--- config.mk ---
export PLATFORM = sky130hd
export DESIGN_NAME = peak_detector
export DESIGN_NICKNAME = d
export VERILOG_FILES = /design/src/rtl/peak_detector_pkg.sv /design/src/rtl/peak_out_reg.sv /design/src/rtl/peak_detector.sv
export SDC_FILE = /design/constraint.sdc
export NUM_CORES = 1
export LEC_CHECK = 0
export ABC_AREA = 1
export CAP_MARGIN = 25
export CELL_PAD_IN_SITES_DETAIL_PLACEMENT = 0
export CELL_PAD_IN_SITES_GLOBAL_PLACEMENT = 1
export CORE_MARGIN = 2
export CORE_UTILIZATION = 37
export CTS_CLUSTER_SIZE = 30
export DETAILED_ROUTE_END_ITERATION = 6
export PLACE_DENSITY = 0.76
export SYNTH_ARGS = -nofsm -noshare
export SYNTH_HDL_FRONTEND = slang
export SYNTH_SLANG_ARGS = --single-unit
--- constraint.sdc ---
create_clock -name clk -period 1.88 [get_ports clk]
set_input_delay 0.376 -clock clk [delete_from_list [all_inputs] [get_ports clk]]
set_output_delay 0.376 -clock clk [all_outputs]
set_load 0.1 [all_outputs]
--- src/rtl/peak_detector_pkg.sv ---
// Shared constants and types for the pulse peak detector.
package peak_detector_pkg;

  localparam int SIZE_FILTER_DATA = 16;
  localparam int SIZE_TIMESTAMP   = 32;
  localparam int SIZE_PEAK_WIDTH  = 8;
  localparam int SIZE_HOLDOFF     = 8;
  localparam int SIZE_DROP_CNT    = 8;

  typedef enum logic [1:0] {
    PD_IDLE    = 2'd0,
    PD_ABOVE   = 2'd1,
    PD_HOLDOFF = 2'd2
  } pd_state_t;

  // One measured pulse, packed MSB-first as {amplitude, timestamp, width}.
  typedef struct packed {
    logic [SIZE_FILTER_DATA-1:0] amplitude;
    logic [SIZE_TIMESTAMP-1:0]   timestamp;
    logic [SIZE_PEAK_WIDTH-1:0]  width;
  } peak_record_t;

endpackage

--- src/rtl/peak_out_reg.sv ---
// Single-entry output holding register for peak records.
//
// Handshake: o_valid stays high and o_rec stays stable until a cycle where
// o_valid & i_ready are both high; the record is consumed on that clock edge.
// A record offered on i_load while the slot is full and not being consumed
// is discarded, and o_drop_count counts it (saturating).
module peak_out_reg
  import peak_detector_pkg::*;
#(
  parameter int REC_W  = 56,
  parameter int DROP_W = SIZE_DROP_CNT
) (
  input  logic              clk,
  input  logic              reset,
  input  logic              i_load,
  input  logic [REC_W-1:0]  i_rec,
  input  logic              i_ready,
  output logic              o_valid,
  output logic [REC_W-1:0]  o_rec,
  output logic [DROP_W-1:0] o_drop_count
);

  logic              r_valid;
  logic [REC_W-1:0]  r_rec;
  logic [DROP_W-1:0] r_drop_count;
  logic              w_slot_free;

  assign w_slot_free = !r_valid || i_ready;

  // Load into a free (or draining) slot, otherwise count the lost record.
  always_ff @(posedge clk) begin
    if (!reset) begin
      r_valid      <= 1'b0;
      r_rec        <= '0;
      r_drop_count <= '0;
    end else if (i_load) begin
      if (w_slot_free) begin
        r_valid <= 1'b1;
        r_rec   <= i_rec;
      end else if (r_drop_count != '1) begin
        r_drop_count <= r_drop_count + 1'b1;
      end
    end else if (r_valid && i_ready) begin
      r_valid <= 1'b0;
    end
  end

  assign o_valid      = r_valid;
  assign o_rec        = r_rec;
  assign o_drop_count = r_drop_count;

endmodule

--- src/rtl/peak_detector.sv ---
// Threshold pulse detector: measures peak amplitude, time of first maximum
// and width above threshold for each pulse, then applies a holdoff.
module peak_detector
  import peak_detector_pkg::*;
#(
  parameter int DATA_W    = SIZE_FILTER_DATA,
  parameter int TS_W      = SIZE_TIMESTAMP,
  parameter int WIDTH_W   = SIZE_PEAK_WIDTH,
  parameter int HOLDOFF_W = SIZE_HOLDOFF,
  parameter int DROP_W    = SIZE_DROP_CNT
) (
  input  logic                 clk,
  input  logic                 reset,
  input  logic [DATA_W-1:0]    input_data,
  input  logic [DATA_W-1:0]    threshold,
  input  logic [HOLDOFF_W-1:0] holdoff,
  input  logic                 peak_ready,
  output logic                 peak_valid,
  output logic [DATA_W-1:0]    peak_amplitude,
  output logic [TS_W-1:0]      peak_time,
  output logic [WIDTH_W-1:0]   peak_width,
  output logic [DROP_W-1:0]    drop_count,
  output logic                 busy,
  output pd_state_t            dbg_state
);

  localparam int REC_W = DATA_W + TS_W + WIDTH_W;

  logic [TS_W-1:0]      r_ts;
  logic [DATA_W-1:0]    r_s_data;
  logic [TS_W-1:0]      r_s_ts;
  pd_state_t            r_state;
  pd_state_t            w_next_state;
  logic [DATA_W-1:0]    r_thr;
  logic [DATA_W-1:0]    r_max;
  logic [TS_W-1:0]      r_max_ts;
  logic [WIDTH_W-1:0]   r_width;
  logic [HOLDOFF_W-1:0] r_hold_cnt;
  logic                 w_issue;
  logic [REC_W-1:0]     w_rec;
  logic [REC_W-1:0]     w_out_rec;

  // Free-running timestamp and one-cycle input register pairing each sample
  // with the time it arrived.
  always_ff @(posedge clk) begin
    if (!reset) begin
      r_ts     <= '0;
      r_s_data <= '0;
      r_s_ts   <= '0;
    end else begin
      r_ts     <= r_ts + 1'b1;
      r_s_data <= input_data;
      r_s_ts   <= r_ts;
    end
  end

  // State register.
  always_ff @(posedge clk) begin
    if (!reset) begin
      r_state <= PD_IDLE;
    end else begin
      r_state <= w_next_state;
    end
  end

  // Next-state decode and event-complete strobe.
  always_comb begin
    w_next_state = r_state;
    w_issue      = 1'b0;
    case (r_state)
      PD_IDLE: begin
        if (r_s_data > threshold) w_next_state = PD_ABOVE;
      end
      PD_ABOVE: begin
        if (r_s_data <= r_thr) begin
          w_issue      = 1'b1;
          w_next_state = (holdoff != '0) ? PD_HOLDOFF : PD_IDLE;
        end
      end
      PD_HOLDOFF: begin
        if (r_hold_cnt == HOLDOFF_W'(1)) w_next_state = PD_IDLE;
      end
      default: w_next_state = PD_IDLE;
    endcase
  end

  // Event measurement: threshold is frozen at trigger, strict compare on the
  // maximum keeps the earliest of equal peaks, width saturates.
  always_ff @(posedge clk) begin
    if (!reset) begin
      r_thr      <= '0;
      r_max      <= '0;
      r_max_ts   <= '0;
      r_width    <= '0;
      r_hold_cnt <= '0;
    end else begin
      case (r_state)
        PD_IDLE: begin
          if (r_s_data > threshold) begin
            r_thr    <= threshold;
            r_max    <= r_s_data;
            r_max_ts <= r_s_ts;
            r_width  <= WIDTH_W'(1);
          end
        end
        PD_ABOVE: begin
          if (r_s_data > r_thr) begin
            if (r_width != '1) r_width <= r_width + 1'b1;
            if (r_s_data > r_max) begin
              r_max    <= r_s_data;
              r_max_ts <= r_s_ts;
            end
          end else begin
            r_hold_cnt <= holdoff;
          end
        end
        PD_HOLDOFF: begin
          r_hold_cnt <= r_hold_cnt - 1'b1;
        end
        default: ;
      endcase
    end
  end

  assign w_rec = {r_max, r_max_ts, r_width};

  peak_out_reg #(
    .REC_W  (REC_W),
    .DROP_W (DROP_W)
  ) u_out (
    .clk          (clk),
    .reset        (reset),
    .i_load       (w_issue),
    .i_rec        (w_rec),
    .i_ready      (peak_ready),
    .o_valid      (peak_valid),
    .o_rec        (w_out_rec),
    .o_drop_count (drop_count)
  );

  assign peak_amplitude = w_out_rec[REC_W-1 -: DATA_W];
  assign peak_time      = w_out_rec[WIDTH_W +: TS_W];
  assign peak_width     = w_out_rec[WIDTH_W-1:0];
  assign busy           = (r_state != PD_IDLE);
  assign dbg_state      = r_state;

endmodule

Word-level counts from Yosys, hierarchy flattened
Cells that the tools add are included.
{"block": "totals", "ff_bits": 227, "latch_bits": 0, "ramBits": 0, "mem_bits_ro": 0, "input_bits": 43, "out_inout_bits": 68, "n_memories": 0}
{"block": "op_classes", "addsub": 4, "mul": 0, "div": 0, "magnitude_cmp": 4, "eq_ne": 13, "shift": 0, "mux": 24, "n_bitwise": 1, "n_reduce_logical": 17}
{"op": "two-way mux 32 bit", "count": 3}
{"op": "one-hot mux 32 bit (2 select lines)", "count": 1}
{"op": "greater-than comparator 16 bit", "count": 3}
{"op": "two-way mux 16 bit", "count": 3}
{"op": "adder 32 x 1 -> 32 bit, second input constant", "count": 1}
{"op": "two-way mux 8 bit", "count": 4}
{"op": "one-hot mux 16 bit (2 select lines)", "count": 1}
{"op": "one-hot mux 8 bit (2 select lines)", "count": 2}
{"op": "adder 8 x 1 -> 8 bit, second input constant", "count": 2}
{"op": "<= comparator 16 bit", "count": 1}
{"op": "inequality test 2 bit, second input constant", "count": 8}
{"op": "inequality test 8 bit, second input constant", "count": 2}
{"op": "== test 8 x 1 -> 1 bit, second input constant", "count": 1}
{"op": "two-way mux 2 bit", "count": 4}
{"op": "AND reduction 2 bit", "count": 4}
{"op": "AND reduction 4 bit", "count": 2}
{"op": "nonzero test 2 bit", "count": 4}
{"op": "nonzero test 8 bit", "count": 1}
{"op": "subtractor 8 x 1 -> 8 bit, second input constant", "count": 1}
{"op": "one-hot mux 2 bit (3 select lines)", "count": 1}
{"op": "AND reduction 3 bit", "count": 2}
{"op": "two-way mux 1 bit", "count": 5}
{"op": "== test 2 x 1 -> 1 bit, second input constant", "count": 1}
{"op": "== test 2 bit, second input constant", "count": 1}
{"op": "5 further kinds", "count": 5}

Depth between registers and ports, before layout
Gate-level depths: netlist of run 1.
{"block": "depth", "ltp_word": 5, "ltp_mapped": 18}

Modules after synthesis
Synthesis of run 1 repeated with hierarchy kept, for this count alone.
{"block": "unflattened", "cells_unflattened": 1410, "hier_area_um2": 10148.5}
{"mod": "peak_detector", "instances": 1, "cells_each": 1095, "area_each_um2": 7733.7}
{"mod": "peak_out_reg", "instances": 1, "cells_each": 315, "area_each_um2": 2414.8}

Worst setup path before layout of run 1
No wires, ideal clock.
{"block": "synth_path", "path_type": "register -> register", "start": "register r_state[1] (netlist: dbg_state[1])", "end": "register r_max[13]", "setup_time_ps": 64, "arrival_time_ps": 2537, "setup_slack_ps": -721, "stages_incl_launch_ff": 9, "path_cell_list": "dfxtp_1 -> nor2_1 -> inv_1 -> nand2_1 -> nand3_2 -> buf_6 -> buf_6 -> nor2_1 -> nor2_1"}
{"block": "synth_between", "elab_chain_cells": 3}
{"item": "start, declared", "line": "peak_detector.sv:32", "text": "pd_state_t r_state;"}
{"item": "start signal, assigned", "line": "peak_detector.sv:62", "text": "r_state <= w_next_state;"}
{"item": "== test 2 x 1 -> 1 bit / zero test 2 bit (equally long branches)", "line": "peak_detector.sv:97", "text": "case (r_state)"}
{"item": "inequality test 2 bit (no source line) / nonzero test 2 bit (equally long branches)"}
{"item": "AND reduction 4 bit (no source line)"}
{"item": "end signal, assigned", "line": "peak_detector.sv:101", "text": "r_max <= r_s_data;"}
{"item": "end signal, assigned", "line": "peak_detector.sv:110", "text": "r_max <= r_s_data;"}
{"item": "end, declared", "line": "peak_detector.sv:35", "text": "logic [DATA_W-1:0] r_max;"}
Several ways; a longest one is shown, not always the timed one.
A chain may end at the register's enable or synchronous reset.

Worst setup path after layout of run 1
{"block": "layout_path", "start": "register r_s_data[11]", "end": "register r_max[3]"}
{"block": "layout_between", "elab_chain_cells": 3}
{"item": "start, declared", "line": "peak_detector.sv:30", "text": "logic [DATA_W-1:0] r_s_data;"}
{"item": "start signal, assigned", "line": "peak_detector.sv:52", "text": "r_s_data <= input_data;"}
{"item": "greater-than comparator 16 bit (on tied branches)", "line": "peak_detector.sv:109, peak_detector.sv:99, peak_detector.sv:107"}
{"item": "inequality test 2 bit (no source line)"}
{"item": "AND reduction 4 bit (no source line) (*)"}
Every way passes the cells marked *; elsewhere a longest branch is shown, timed or not.

==> qor.yml, run 1 <==
timing:
  period_minus_slack_ns: 2.15
  fin_ws_ns: -0.269
  worst_pin_slew_ns: 0.494
  slew_headroom: 0.669
  rsz0062_at_grt: "yes"
  fin_crit_sh: 1.14
  setup_viol: 130
  max_freq_mhz: 465
  setup_tns_ns: -23.15
  finClkSkew_ns: 0.00922
  slew_violations: 0
  hold_violations: 0
detailed_routing:
  routed_wl_mm: 26.4
  drt_iter0_drc: 447
  drc: 0
  firstDrtPassIters: 4
  wl_per_cell_um: 13.3
  vias_per_cell: 4.63
  final_antenna_net_count: 0
  vias: 9174
run_status:
  outcome: "finished with violations"
  violations: "negative setup slack"
setup_path:
  cp.required_ns: 2.30
  crit_buf_inv: 3
  crit_arrival_ns: 2.57
  worstPathMaxFanout: 11
  start_kind: "register"
  slowest_stage: "dfxtp_1"
  path_cells: "buf_4, ha_1, a21oi_1, nand2_1, a21oi_2, nand2_1, nand2_1, nand2_2, buf_12, nand3_4, buf_6, nand2_1, nand2_1, nor2_1"
  cp-end-kind: "register"
  crit_family: "simple AND/OR/NAND/NOR gates"
  critPathKind: "register to register"
  crit_path_max_incr_delay_ns: 0.33
  cp_common_cell: "nand2_1"
clocking:
  numCtsBuffers: 26
  cts_max_level: 1
  clk_latency_ns: 0.53
  cts_sinks: 227
  cts_root_buf: "clkbuf_16"
  clock_path_buffers: 3
  cts_tree: "done"
  clkSlewWorstSetupHoldPaths_ns: 0.06
yosys:
  yosysWarnings: 0
  yosys.area_share.xor_xnor: 0.0137
  yosys_register_bits: 227
  yosys.area_share.simple: 0.230
  muxShareOfSynthArea: 0
  syn-cell-area_um2: 10200
  syn_inst: 1399
  synth_top_family_by_area: "simple AND/OR/NAND/NOR gates"
  synth-edff-count: 0
  ys_seq_area_frac: 0.445
  synthAdderAreaFrac: 0.0650
  synth.avg_cell_area_um2: 7.29
  synth_compound_area_frac: 0.120
  async_flop_share: 0
  ys.flop_type: "dfxtp_1"
  synth.distinct_cells: 33
  synth_fp_nets: 1495
layout:
  drive_above_1_share: 0.283
  fin_nets: 1716
  mostFrequentLayoutCell: "inv_1"
  diodes: 0
  final_cell_mix: "inv_1, nand2_1, dfxtp_1, nor2_1, a21oi_1"
  nFillCells: 2487
  design_area_um2: 15200
  areaGrowthSynthToFinish_pct: 49.1
  fin_cells: 1980
global_routing:
  grt_antenna_before_repair: 0
  grt_max_degree: 78
  grt_pass1_wl_mm: 38.5
  grt_pass1_vias: 8257
  grt.total_usage: 0.158
  overflow: 0
placement:
  place.port_buffers: 110
  dp_hpwl_mm: 15.9
  dp_cells: 1897
  place_congestion: 0.797
  dpl_cell_area_um2: 12800
run:
  max_cap_viol_count: 0
pwr:
  power.leakage_nw: 6.79
  power_mw: 15.5
  peakVddDrop_uv: 617
  power.density_cell_area_nw_per_um2: 1020
hold_path:
  hold_class: "input port to register"
floorplanning:
  dieArea_um2: 28900
  die_y_um: 170
  core_um2: 27000
  die_w_um: 170
  pin_count: 111
  num_rows: 60
  initial_core_util: 0.377
timing repair:
| item | CTS | global route |
|---|---|---|
| pin swaps | 1 | 39 |
| buffers inserted | 2 | 13 |
| endpoints found under the setup margin | 143 | 159 |
| hold buffers | 0 | 0 |
| gates resized for setup | 48 | 210 |
| gates cloned | 1 | 21 |
| hold endpoints to repair | 0 | 0 |
metrics by stage:
step,hold slack [ns],util,setup slack [ns]
2_1_floorplan,0.415,-,-0.00678
3_3_place_gp,0.430,0.474,-0.655
3_5_place_dp,0.434,0.474,-0.638
4_1_cts,0.155,0.514,-0.160
5_1_grt,0.175,0.563,-0.404
6_report,0.174,0.563,-0.269
cells in the mapped netlist, types with 2 or more instances:
library cell  number  area (µm²)
o21a_1             3        22.5
o21ai_0           70         350
o21ai_1           20         100
xnor2_1            5        43.8
nor2_1           171         642
nor2_2             4        25.0
a21o_1             3        22.5
a21oi_1          120         601
inv_1            253         950
inv_2              3        11.3
buf_2              7        35.0
buf_6             15         169
nor4_1             5        31.3
nand2_2            2        12.5
nor3b_1            5        37.5
or2_2              2        12.5
dfxtp_1          227        4540
ha_1              53         663
o21ai_2            6        52.6
nor3_1            13        65.1
nand3_2            3        30.0
nand3b_1           2        15.0
a21oi_2            4        35.0
clkbuf_1          32         120
xor2_1            11        96.3
nand3_1           39         195
nand4_1           25         156
nor3_2             3        30.0
a31oi_1            4        25.0
nand2_1          286        1070
cell type report:
| type | count | area, µm² | share of cell area |
|---|---|---|---|
| clock buffers | 39 | 801 | 0.0526 |
| inverters | 256 | 965 | 0.0634 |
| well taps | 341 | 427 | 0.0280 |
| flip-flops and latches | 227 | 4590 | 0.302 |
| repair buffers | 244 | 3090 | 0.203 |
| clock inverters | 8 | 70.1 | 0.00461 |
| multi-input cells | 865 | 5270 | 0.347 |
final timing paths:
kind | start | end | slack, ns | depth (start not counted)
setup reg to reg | r_s_data[11] | r_max[3] | -0.27 | 14
setup / recovery | r_s_data[11] | r_max[3] | -0.27 | 14
hold reg to reg | r_ts[3] | r_s_ts[3] | 0.44 | 2
hold / removal | reset | r_ts[1] | 0.17 | 3
where the power goes:
| group | internal (mW) | switching (mW) | total (mW) |
|---|---|---|---|
| Sequential | 5.27 | 0.315 | 5.58 |
| Clock | 3.06 | 1.99 | 5.05 |
| Combinational | 2.04 | 2.84 | 4.88 |
| Total | 10.4 | 5.14 | 15.5 |
kinds of logic (layout without fill, tap and decap cells):
group | Yosys count | count (layout)
compound gates | 232 | 232
xor+xnor | 16 | 16
fa+ha+maj | 53 | 53
buf+inv | 310 | 547
flops | 227 | 227
simple gates | 561 | 564
metal layers:
layer | wire length (µm) | vias to the layer above | GRT usage
met5 | 0 | - | 0
met4 | 601 | 0 | 0.0424
met3 | 1040 | 35 | 0.0302
met2 | 12700 | 166 | 0.272
met1 | 12100 | 4140 | 0.203
li1 | - | 4833 | -
worst min-delay path: stages:
cell and delay, ns:
buf_4 0.18, nand2_1 0.07, inv_1 0.03
sequential cells by signal (all words and copies together) (netlist names), 8 cells and up:
signal,count
r_max,16
r_thr,16
u_out.o_rec,56
r_max_ts,32
r_hold_cnt,8
r_s_data,16
r_width,8
u_out.o_drop_count,8
r_s_ts,32
r_ts,32
(Power assumes the default switching activity.)
==> run 2: changes to the inputs <==
Settings changed: GPL_ROUTABILITY_DRIVEN from default to 1.
==> results of run 2 <==
Final layout, timing and power as in run 1 (identical DEF).
